==> src/rtl/ascon_arbiter_if.sv <==
// ascon_arbiter_if: requester-side channel bundle shared by all NREQ channels.
// master = requesters (drive req_*, key/bdi streams, bdo ready/eoo),
// slave = arbiter (drives grant/done/auth, per-channel readies, broadcast bdo).
interface ascon_arbiter_if #(
  parameter int NREQ = 2,
  parameter int CCW = 32
);
  localparam int CCWD8 = CCW / 8;
  logic [NREQ-1:0] req_valid;
  logic [4*NREQ-1:0] req_mode;
  logic [NREQ-1:0] req_grant;
  logic [NREQ-1:0] req_done;
  logic [NREQ-1:0] req_auth;
  logic [NREQ-1:0] req_auth_valid;
  logic busy;
  logic [2:0] grant_id;
  logic [CCW*NREQ-1:0] ch_key;
  logic [NREQ-1:0] ch_key_valid;
  logic [NREQ-1:0] ch_key_ready;
  logic [CCW*NREQ-1:0] ch_bdi;
  logic [CCWD8*NREQ-1:0] ch_bdi_valid;
  logic [4*NREQ-1:0] ch_bdi_type;
  logic [NREQ-1:0] ch_bdi_eot;
  logic [NREQ-1:0] ch_bdi_eoi;
  logic [NREQ-1:0] ch_bdi_ready;
  logic [CCW-1:0] ch_bdo;
  logic [3:0] ch_bdo_type;
  logic ch_bdo_eot;
  logic [NREQ-1:0] ch_bdo_valid;
  logic [NREQ-1:0] ch_bdo_ready;
  logic [NREQ-1:0] ch_bdo_eoo;
  modport master (
    output req_valid, req_mode, ch_key, ch_key_valid, ch_bdi, ch_bdi_valid, ch_bdi_type,
           ch_bdi_eot, ch_bdi_eoi, ch_bdo_ready, ch_bdo_eoo,
    input  req_grant, req_done, req_auth, req_auth_valid, busy, grant_id, ch_key_ready,
           ch_bdi_ready, ch_bdo, ch_bdo_type, ch_bdo_eot, ch_bdo_valid
  );
  modport slave (
    input  req_valid, req_mode, ch_key, ch_key_valid, ch_bdi, ch_bdi_valid, ch_bdi_type,
           ch_bdi_eot, ch_bdi_eoi, ch_bdo_ready, ch_bdo_eoo,
    output req_grant, req_done, req_auth, req_auth_valid, busy, grant_id, ch_key_ready,
           ch_bdi_ready, ch_bdo, ch_bdo_type, ch_bdo_eot, ch_bdo_valid
  );
endinterface

==> src/rtl/ascon_arbiter.sv <==
// ascon_arbiter: round-robin owner of one ascon_core among NREQ requester channels.
// Ports: clk, rst (sync, active-high); ch = requester bundle (slave modport);
// core_* = mirrored ascon_core ports (key/bdi/mode/bdo_ready/bdo_eoo out, rest in).
module ascon_arbiter #(
  parameter int NREQ = 2,
  parameter int CCW = 32,
  parameter int CCWD8 = CCW / 8
) (
  input  logic             clk,
  input  logic             rst,
  ascon_arbiter_if.slave   ch,
  output logic [CCW-1:0]   core_key,
  output logic             core_key_valid,
  input  logic             core_key_ready,
  output logic [CCW-1:0]   core_bdi,
  output logic [CCWD8-1:0] core_bdi_valid,
  input  logic             core_bdi_ready,
  output logic [3:0]       core_bdi_type,
  output logic             core_bdi_eot,
  output logic             core_bdi_eoi,
  output logic [3:0]       core_mode,
  input  logic [CCW-1:0]   core_bdo,
  input  logic             core_bdo_valid,
  output logic             core_bdo_ready,
  input  logic [3:0]       core_bdo_type,
  input  logic             core_bdo_eot,
  output logic             core_bdo_eoo,
  input  logic             core_auth,
  input  logic             core_auth_valid,
  input  logic             core_done
);
  typedef enum logic [1:0] {IDLE, START, BUSY, RELEASE} state_t;
  state_t state;
  logic [NREQ-1:0] active;
  logic [2:0] rr, pick, pick_hi, pick_lo;
  logic found, found_hi;
  for (genvar i = 0; i < NREQ; i++) begin : g_act
    assign active[i] = ch.req_valid[i] && ch.req_mode[4*i +: 4] != 4'd0;
  end
  // Lowest active index at or above rr wins; otherwise wrap to the lowest active index.
  always_comb begin
    pick_hi = '0;
    pick_lo = '0;
    found_hi = 1'b0;
    found = 1'b0;
    for (int i = NREQ - 1; i >= 0; i--) begin
      if (active[i]) begin
        pick_lo = 3'(i);
        found = 1'b1;
        if (3'(i) >= rr) begin
          pick_hi = 3'(i);
          found_hi = 1'b1;
        end
      end
    end
    pick = found_hi ? pick_hi : pick_lo;
  end
  // busy marks START/BUSY/RELEASE and req_grant is one-hot then, zero in IDLE,
  // so both double as the routing enable and the channel select mask.
  assign core_key       = ch.busy ? CCW'(ch.ch_key >> (CCW * ch.grant_id)) : '0;
  assign core_key_valid = |(ch.ch_key_valid & ch.req_grant);
  assign core_bdi       = ch.busy ? CCW'(ch.ch_bdi >> (CCW * ch.grant_id)) : '0;
  assign core_bdi_valid = ch.busy ? CCWD8'(ch.ch_bdi_valid >> (CCWD8 * ch.grant_id)) : '0;
  assign core_bdi_type  = ch.busy ? 4'(ch.ch_bdi_type >> (4 * ch.grant_id)) : '0;
  assign core_bdi_eot   = |(ch.ch_bdi_eot & ch.req_grant);
  assign core_bdi_eoi   = |(ch.ch_bdi_eoi & ch.req_grant);
  assign core_bdo_ready = |(ch.ch_bdo_ready & ch.req_grant);
  assign core_bdo_eoo   = |(ch.ch_bdo_eoo & ch.req_grant);
  assign ch.ch_key_ready = ch.req_grant & {NREQ{core_key_ready}};
  assign ch.ch_bdi_ready = ch.req_grant & {NREQ{core_bdi_ready}};
  assign ch.ch_bdo_valid = ch.req_grant & {NREQ{core_bdo_valid}};
  assign ch.ch_bdo       = core_bdo;
  assign ch.ch_bdo_type  = core_bdo_type;
  assign ch.ch_bdo_eot   = core_bdo_eot;
  always_ff @(posedge clk) begin
    if (rst) begin
      state <= IDLE;
      rr <= '0;
      ch.req_grant <= '0;
      ch.req_done <= '0;
      ch.req_auth <= '0;
      ch.req_auth_valid <= '0;
      ch.busy <= 1'b0;
      ch.grant_id <= '0;
      core_mode <= '0;
    end else begin
      case (state)
        IDLE: if (found) begin
          state <= START;
          ch.req_grant <= NREQ'(1) << pick;
          ch.busy <= 1'b1;
          ch.grant_id <= pick;
          core_mode <= 4'(ch.req_mode >> (4 * pick));
        end
        START: begin
          state <= BUSY;
          core_mode <= '0;
        end
        BUSY: if (core_done) begin
          state <= RELEASE;
          ch.req_done <= ch.req_grant;
          ch.req_auth <= ch.req_grant & {NREQ{core_auth}};
          ch.req_auth_valid <= ch.req_grant & {NREQ{core_auth_valid}};
        end
        RELEASE: begin
          state <= IDLE;
          rr <= (ch.grant_id == 3'(NREQ - 1)) ? 3'd0 : ch.grant_id + 3'd1;
          ch.req_grant <= '0;
          ch.req_done <= '0;
          ch.req_auth <= '0;
          ch.req_auth_valid <= '0;
          ch.busy <= 1'b0;
          ch.grant_id <= '0;
        end
      endcase
    end
  end
endmodule

==> src/flat_wrapper.sv <==
// flat-port wrapper written by rule: the top's interface ports become plain ports
module ascon_arbiter_flat 
#(
  parameter int NREQ = 2,
  parameter int CCW = 32,
  parameter int CCWD8 = CCW / 8
)
  (clk, rst, core_key, core_key_valid, core_key_ready, core_bdi, core_bdi_valid, core_bdi_ready, core_bdi_type, core_bdi_eot, core_bdi_eoi, core_mode, core_bdo, core_bdo_valid, core_bdo_ready, core_bdo_type, core_bdo_eot, core_bdo_eoo, core_auth, core_auth_valid, core_done, ch_req_valid, ch_req_mode, ch_ch_key, ch_ch_key_valid, ch_ch_bdi, ch_ch_bdi_valid, ch_ch_bdi_type, ch_ch_bdi_eot, ch_ch_bdi_eoi, ch_ch_bdo_ready, ch_ch_bdo_eoo, ch_req_grant, ch_req_done, ch_req_auth, ch_req_auth_valid, ch_busy, ch_grant_id, ch_ch_key_ready, ch_ch_bdi_ready, ch_ch_bdo, ch_ch_bdo_type, ch_ch_bdo_eot, ch_ch_bdo_valid);
  ascon_arbiter_if #(.NREQ(NREQ), .CCW(CCW)) ch_i ();
  input  logic clk;
  input  logic rst;
  output logic [CCW-1:0] core_key;
  output logic core_key_valid;
  input  logic core_key_ready;
  output logic [CCW-1:0] core_bdi;
  output logic [CCWD8-1:0] core_bdi_valid;
  input  logic core_bdi_ready;
  output logic [3:0] core_bdi_type;
  output logic core_bdi_eot;
  output logic core_bdi_eoi;
  output logic [3:0] core_mode;
  input  logic [CCW-1:0] core_bdo;
  input  logic core_bdo_valid;
  output logic core_bdo_ready;
  input  logic [3:0] core_bdo_type;
  input  logic core_bdo_eot;
  output logic core_bdo_eoo;
  input  logic core_auth;
  input  logic core_auth_valid;
  input  logic core_done;
  input wire logic [$bits(ch_i.req_valid)-1:0] ch_req_valid;
  input wire logic [$bits(ch_i.req_mode)-1:0] ch_req_mode;
  input wire logic [$bits(ch_i.ch_key)-1:0] ch_ch_key;
  input wire logic [$bits(ch_i.ch_key_valid)-1:0] ch_ch_key_valid;
  input wire logic [$bits(ch_i.ch_bdi)-1:0] ch_ch_bdi;
  input wire logic [$bits(ch_i.ch_bdi_valid)-1:0] ch_ch_bdi_valid;
  input wire logic [$bits(ch_i.ch_bdi_type)-1:0] ch_ch_bdi_type;
  input wire logic [$bits(ch_i.ch_bdi_eot)-1:0] ch_ch_bdi_eot;
  input wire logic [$bits(ch_i.ch_bdi_eoi)-1:0] ch_ch_bdi_eoi;
  input wire logic [$bits(ch_i.ch_bdo_ready)-1:0] ch_ch_bdo_ready;
  input wire logic [$bits(ch_i.ch_bdo_eoo)-1:0] ch_ch_bdo_eoo;
  output wire logic [$bits(ch_i.req_grant)-1:0] ch_req_grant;
  output wire logic [$bits(ch_i.req_done)-1:0] ch_req_done;
  output wire logic [$bits(ch_i.req_auth)-1:0] ch_req_auth;
  output wire logic [$bits(ch_i.req_auth_valid)-1:0] ch_req_auth_valid;
  output wire logic [$bits(ch_i.busy)-1:0] ch_busy;
  output wire logic [$bits(ch_i.grant_id)-1:0] ch_grant_id;
  output wire logic [$bits(ch_i.ch_key_ready)-1:0] ch_ch_key_ready;
  output wire logic [$bits(ch_i.ch_bdi_ready)-1:0] ch_ch_bdi_ready;
  output wire logic [$bits(ch_i.ch_bdo)-1:0] ch_ch_bdo;
  output wire logic [$bits(ch_i.ch_bdo_type)-1:0] ch_ch_bdo_type;
  output wire logic [$bits(ch_i.ch_bdo_eot)-1:0] ch_ch_bdo_eot;
  output wire logic [$bits(ch_i.ch_bdo_valid)-1:0] ch_ch_bdo_valid;
  assign ch_i.req_valid = ch_req_valid;
  assign ch_i.req_mode = ch_req_mode;
  assign ch_i.ch_key = ch_ch_key;
  assign ch_i.ch_key_valid = ch_ch_key_valid;
  assign ch_i.ch_bdi = ch_ch_bdi;
  assign ch_i.ch_bdi_valid = ch_ch_bdi_valid;
  assign ch_i.ch_bdi_type = ch_ch_bdi_type;
  assign ch_i.ch_bdi_eot = ch_ch_bdi_eot;
  assign ch_i.ch_bdi_eoi = ch_ch_bdi_eoi;
  assign ch_i.ch_bdo_ready = ch_ch_bdo_ready;
  assign ch_i.ch_bdo_eoo = ch_ch_bdo_eoo;
  assign ch_req_grant = ch_i.req_grant;
  assign ch_req_done = ch_i.req_done;
  assign ch_req_auth = ch_i.req_auth;
  assign ch_req_auth_valid = ch_i.req_auth_valid;
  assign ch_busy = ch_i.busy;
  assign ch_grant_id = ch_i.grant_id;
  assign ch_ch_key_ready = ch_i.ch_key_ready;
  assign ch_ch_bdi_ready = ch_i.ch_bdi_ready;
  assign ch_ch_bdo = ch_i.ch_bdo;
  assign ch_ch_bdo_type = ch_i.ch_bdo_type;
  assign ch_ch_bdo_eot = ch_i.ch_bdo_eot;
  assign ch_ch_bdo_valid = ch_i.ch_bdo_valid;
  ascon_arbiter #(.NREQ(NREQ), .CCW(CCW), .CCWD8(CCWD8)) u_core (.clk(clk), .rst(rst), .ch(ch_i), .core_key(core_key), .core_key_valid(core_key_valid), .core_key_ready(core_key_ready), .core_bdi(core_bdi), .core_bdi_valid(core_bdi_valid), .core_bdi_ready(core_bdi_ready), .core_bdi_type(core_bdi_type), .core_bdi_eot(core_bdi_eot), .core_bdi_eoi(core_bdi_eoi), .core_mode(core_mode), .core_bdo(core_bdo), .core_bdo_valid(core_bdo_valid), .core_bdo_ready(core_bdo_ready), .core_bdo_type(core_bdo_type), .core_bdo_eot(core_bdo_eot), .core_bdo_eoo(core_bdo_eoo), .core_auth(core_auth), .core_auth_valid(core_auth_valid), .core_done(core_done));
endmodule
==> config.mk <==
export PLATFORM = sky130hd
export DESIGN_NAME = ascon_arbiter_flat
export DESIGN_NICKNAME = d
export VERILOG_FILES = /design/src/rtl/ascon_arbiter_if.sv /design/src/rtl/ascon_arbiter.sv /design/src/flat_wrapper.sv
export SDC_FILE = /design/constraint.sdc
export NUM_CORES = 1
export LEC_CHECK = 0
export BUFFER_PORTS_ARGS = -buffer_cell sky130_fd_sc_hd__clkbuf_2
export CAP_MARGIN = 5
export CORE_AREA = 3 3 133 135
export DETAILED_ROUTE_END_ITERATION = 8
export DIE_AREA = 0 0 136 138
export GPL_TIMING_DRIVEN = 0
export PLACE_DENSITY_LB_ADDON = 0.2
export SYNTH_ARGS = -nofsm -noshare
export SYNTH_HDL_FRONTEND = slang
export SYNTH_SLANG_ARGS = --single-unit
==> constraint.sdc <==
create_clock -name clk -period 3.7 [get_ports clk]
set_clock_uncertainty 0.1 [all_clocks]
set_input_delay 0.74 -clock clk [delete_from_list [all_inputs] [get_ports clk]]
set_output_delay 0.74 -clock clk [all_outputs]
set_load 0.05 [all_outputs]
=== Word-level counts from Yosys, hierarchy flattened ===
Index checks and enable logic that the tools add are counted.

* Register bits: 21
* Input port bits: 209

* Equality and inequality tests: 6
* Bitwise logic cells: 10
* $lt $le $gt $ge: 2
* Add/sub/neg operators: 1
* Multiplexer cells: 35
* Reduce and logical (&&, ||, !) cells: 17
* Shift operators: 6

{| class="wikitable"
|+ Operator list
! kind !! number
|-
| 64-bit by 8-bit right shift with 32-bit output || 2
|-
| 32-bit 2-to-1 mux || 2
|-
| 8-bit by 5-bit right shift with 4-bit output || 3
|-
| 2-bit bitwise AND || 10
|-
| 3-bit 2-to-1 mux || 6
|-
| 2-bit case mux with 2 select lines || 4
|-
| 2-bit 2-to-1 mux || 6
|-
| 4-bit 2-to-1 mux || 3
|-
| 1-bit 2-to-1 mux || 10
|-
| 2-bit OR reduction || 5
|-
| 2-bit case mux with 4 select lines || 1
|-
| 4-bit case mux with 2 select lines || 1
|-
| 2-bit AND reduction || 4
|-
| 4-bit nonzero test || 2
|-
| 1-bit by 3-bit greater-or-equal comparator with 1-bit output (first input constant) || 2
|-
| 3-bit case mux with 2 select lines || 1
|-
| 2-bit nonzero test || 3
|-
| 2-bit equality test (second input constant) || 2
|-
| 3-bit by 1-bit adder with 3-bit output (second input constant) || 1
|-
| 3-bit by 1-bit equality test with 1-bit output (second input constant) || 1
|-
| 1-bit by 3-bit << shifter with 2-bit output (first input constant) || 1
|-
| 2-bit by 1-bit equality test with 1-bit output (second input constant) || 1
|-
| 1-bit logical AND || 2
|-
| 2-bit logical NOT || 1
|-
| 3 further kinds || 3
|}

=== Logic depth before layout (Yosys ltp) ===
* Depth after elaboration: 9
* Depth in mapped cells: 5
* Depth with buffers taken out: 5

=== Worst setup path after synthesis ===
No wires, ideal clock.

* Path type: register -> output
* From: register, netlist name u_core.ch.req_grant[1]
* To: output core_key[28]
* Required time: 2860 ps
* Path slack: 850 ps
* Buffers on the path: 2
* Cell stages (with the launch flop): 5
* Arrival time: 2010 ps
* Cells stage by stage: dfxtp_1 -> clkbuf_1 -> clkbuf_1 -> mux2i_1 -> nor2b_1

{| class="wikitable"
|+ RTL lines
! what !! line !! text
|-
| end: declaration || flat_wrapper.sv:12 || <nowiki>output logic [CCW-1:0] core_key;</nowiki>
|}

==> results.md <==
- # Post-CTS Setup Buffers: 0
- # hold bufs at CTS: 0
- Routed wire length per instance: 14.4 um
- Largest cells by area after synthesis: mux2i_1 32%, nor2b_1 19%, dfxtp_1 13%
- CP Data Required Time: 2.86 ns
- Clock Sink Count: 16
- Final antenna-violating net count: 0
- Ys async rst share: 0
- Cell family with most CP delay: buffers and inverters
- Crit. End Element: output pin
- Post-synth top area cell: mux2i_1
- Crit share post-route: 0.842
- Clk root buf: clkbuf_16
- Post-CTS sizing: 0
- H-tree Lvls: 1
- Final Critical Period: 3.12 ns
- Top FF cell, synth: dfxtp_1
- Most frequent cell after synthesis: mux2i_1
- First-pass GRT wire length: 17.3 mm
- CP Max Fanout: 10
- CP endpoint: core_bdi[0]
- Hold Vio Cnt, Final: 0
- Most frequent cells after synthesis: 79 x mux2i_1, 73 x nor2b_1, 40 x buf_4
- Die height: 138 um
- Area share of the largest cell type after synthesis: 0.321
- Drt first pass iters: 4
- Critical Path Start: u_core.ch.req_grant[1]$_SDFFE_PP0P_
- Port buffer count: 305
- Area delta synth->final: 76.4%
- Area after DPL: 4270 um2
- DP HPWL: 10.6 mm
- Crit start category: register
- Peak VDD IR: 0.000186 V
- Max Slew Vio Count: 0
- Routed via count: 3199
- N_diodes: 0
- Iteration-0 DRC Markers: 99
- Initial Utilization: 0.148
- Flops & latches, synth: 16
- WL final: 11.9 mm
- Die width: 136 um
- Worst min-delay path category: reg2reg
- Placed cell count: 825
- Placeable core area: 16600 um2
- Fmax: 0.321 GHz
- PwrDens: 657 nW/um2
- Finished Layout Cells: 828
- Hold_ws: 0.352 ns
- Largest net degree at the start of global routing: 11
- Die area: 18800 um2
- Worst path max stage delay: 0.54 ns
- Finished Cell Area: 4340 um2
- CTS tree: yes
- Leakage: 2.28 nW
- Setup-failing EPs final: 0
- CP max stage cell: clkbuf_1
- Stages on worst setup path: 5
- CP Data Arrival Time: 2.28 ns
- Buf/Inv on CP: 3
- Worst reg2reg startpoint: u_core.ch.req_grant[1]$_SDFFE_PP0P_
- Worst-skew pair later-pin latency: 0.24 ns
- Clk buf depth: 2
- Syn Inst Count: 299
- R2R Setup Slk: 1.95 ns
- Yosys warnings: 0
- Num ports: 345
- Vias per inst: 3.86
- Initial antenna violation count: 0
- Distinct cells, synth: 29
- Final net count: 824
- Worst R2R End: u_core.ch.req_auth_valid[1]$_SDFFE_PP0P_
- Final worst setup slack: 0.584 ns
- Number of synthesized flops with an enable pin: 0
- Row cnt: 47
- Synthesized cell area: 2460 um2
- Outcome: complete, no violations
- Clock transition at path regs: 0.05 ns
- Kind of critical path: reg2out
- Share of post-route cells with drive strength above 1: 0.599
- Total gr overflow: 0
- Cell Chain, Critical Path: clkbuf_1 -> buf_2 -> mux2i_1 -> nor2b_1 -> clkbuf_2
- Register area share after synthesis: 0.130
- Clock buffer count from CTS: 3
- Slew at the pin closest to its max-slew limit: 0.677 ns
- Relative slew slack: 0.549
- Gpl congestion: 0.859
- Post-route setup TNS: 0 ns
- Max Cap Viol: 0
- Reg2Reg Depth: 5
- Setup WS pre-CTS: 0.643 ns
- DRC: 0
- Global Route Usage Sum: 0.113
- RSZ-0062 raised after global routing: no
- Synthesized area per cell: 8.23 um2
- Vias in the first global route: 3192
flip-flops by register name, summed over array words and instances, names as in the netlist:
signal	flops
u_core.core_mode	4
u_core.ch.req_auth	2
u_core.ch.req_auth_valid	2
u_core.ch.req_done	2
u_core.ch.req_grant	2
u_core.state	2
u_core.ch.busy	1
u_core.rr	1
kinds of logic (layout without fill, tap and decap cells):
| group | Yosys count | in the layout | share of synthesized area |
|---|---|---|---|
| AND/OR/NAND/NOR | 105 | 105 | 0.248 |
| multiplexers | 80 | 80 | 0.326 |
| buffers and inverters | 66 | 374 | 0.165 |
| AO/OA/AOI/OAI | 26 | 26 | 0.103 |
| flip-flops | 16 | 16 | 0.130 |
| adder cells (fa/ha/maj) | 5 | 5 | 0.0254 |
| other | 1 | 2 | 0.00152 |
power by group:
group          switching (mW)  internal (mW)
registers              0.0273          0.213
clock network          0.0654          0.142
logic                    1.73          0.670
tightest hold or removal path: stages (launching register included):
cell,delay [ns]
dfxtp_1,0.30
nand2_1,0.05
a21oi_1,0.05
per-layer routing:
metal,track usage,vias to the layer above,share of wire
li1,-,1590,-
met1,0.127,1427,0.39
met2,0.225,176,0.52
met3,0.0211,6,0.087
met4,0.00902,0,0.0060
met5,0,-,0
placed cells by master, fill, tap and decap left out, drive strengths merged, types with 2 or more instances in the layout:
master     n
nor2b     73
o2bb2ai    4
a22o       5
nand2     11
conb       2
mux2i     79
nor2       7
dfxtp     16
o32ai      2
and2       6
clkbuf   321
buf       47
ha         5
o41ai      2
inv        6
a21oi      8
nand3      6
through the flow:
| stage | power [mW] | utilization |
|---|---|---|
| after floorplan | 2.08 | - |
| after global placement | 2.65 | 0.257 |
| after CTS | 2.89 | 0.262 |
| final | 2.85 | 0.262 |
| after detailed placement | 2.68 | 0.257 |
| after global routing | 3.02 | 0.262 |
how the worst min path moves through the flow:
stage / from / to / slack, ns / cells past startpoint
after floorplan: u_core.state[0]$_SDFFE_PP0P_ / u_core.state[0]$_SDFFE_PP0P_ / 0.41 / 2
after global placement: u_core.ch.req_done[0]$_SDFFE_PP0P_ / u_core.ch.req_done[0]$_SDFFE_PP0P_ / 0.35 / 2
after detailed placement: u_core.ch.req_auth[1]$_SDFFE_PP0P_ / u_core.ch.req_auth[1]$_SDFFE_PP0P_ / 0.35 / 2
after CTS: u_core.ch.req_auth[1]$_SDFFE_PP0P_ / u_core.ch.req_auth[1]$_SDFFE_PP0P_ / 0.36 / 2
after global routing: u_core.ch.req_auth[1]$_SDFFE_PP0P_ / u_core.ch.req_auth[1]$_SDFFE_PP0P_ / 0.38 / 2
final: u_core.ch.req_done[0]$_SDFFE_PP0P_ / u_core.ch.req_done[0]$_SDFFE_PP0P_ / 0.35 / 2
cell type report:
class / count / area, um2
plain buffers: 60 / 384
well taps: 220 / 275
clock buffers: 3 / 75.1
flip-flops and latches: 16 / 320
fillers: 1850 / 12200
multi-input cells: 218 / 1740
inverters: 6 / 22.5
repair buffers: 305 / 1530
Power figures use the tool's default switching activity.
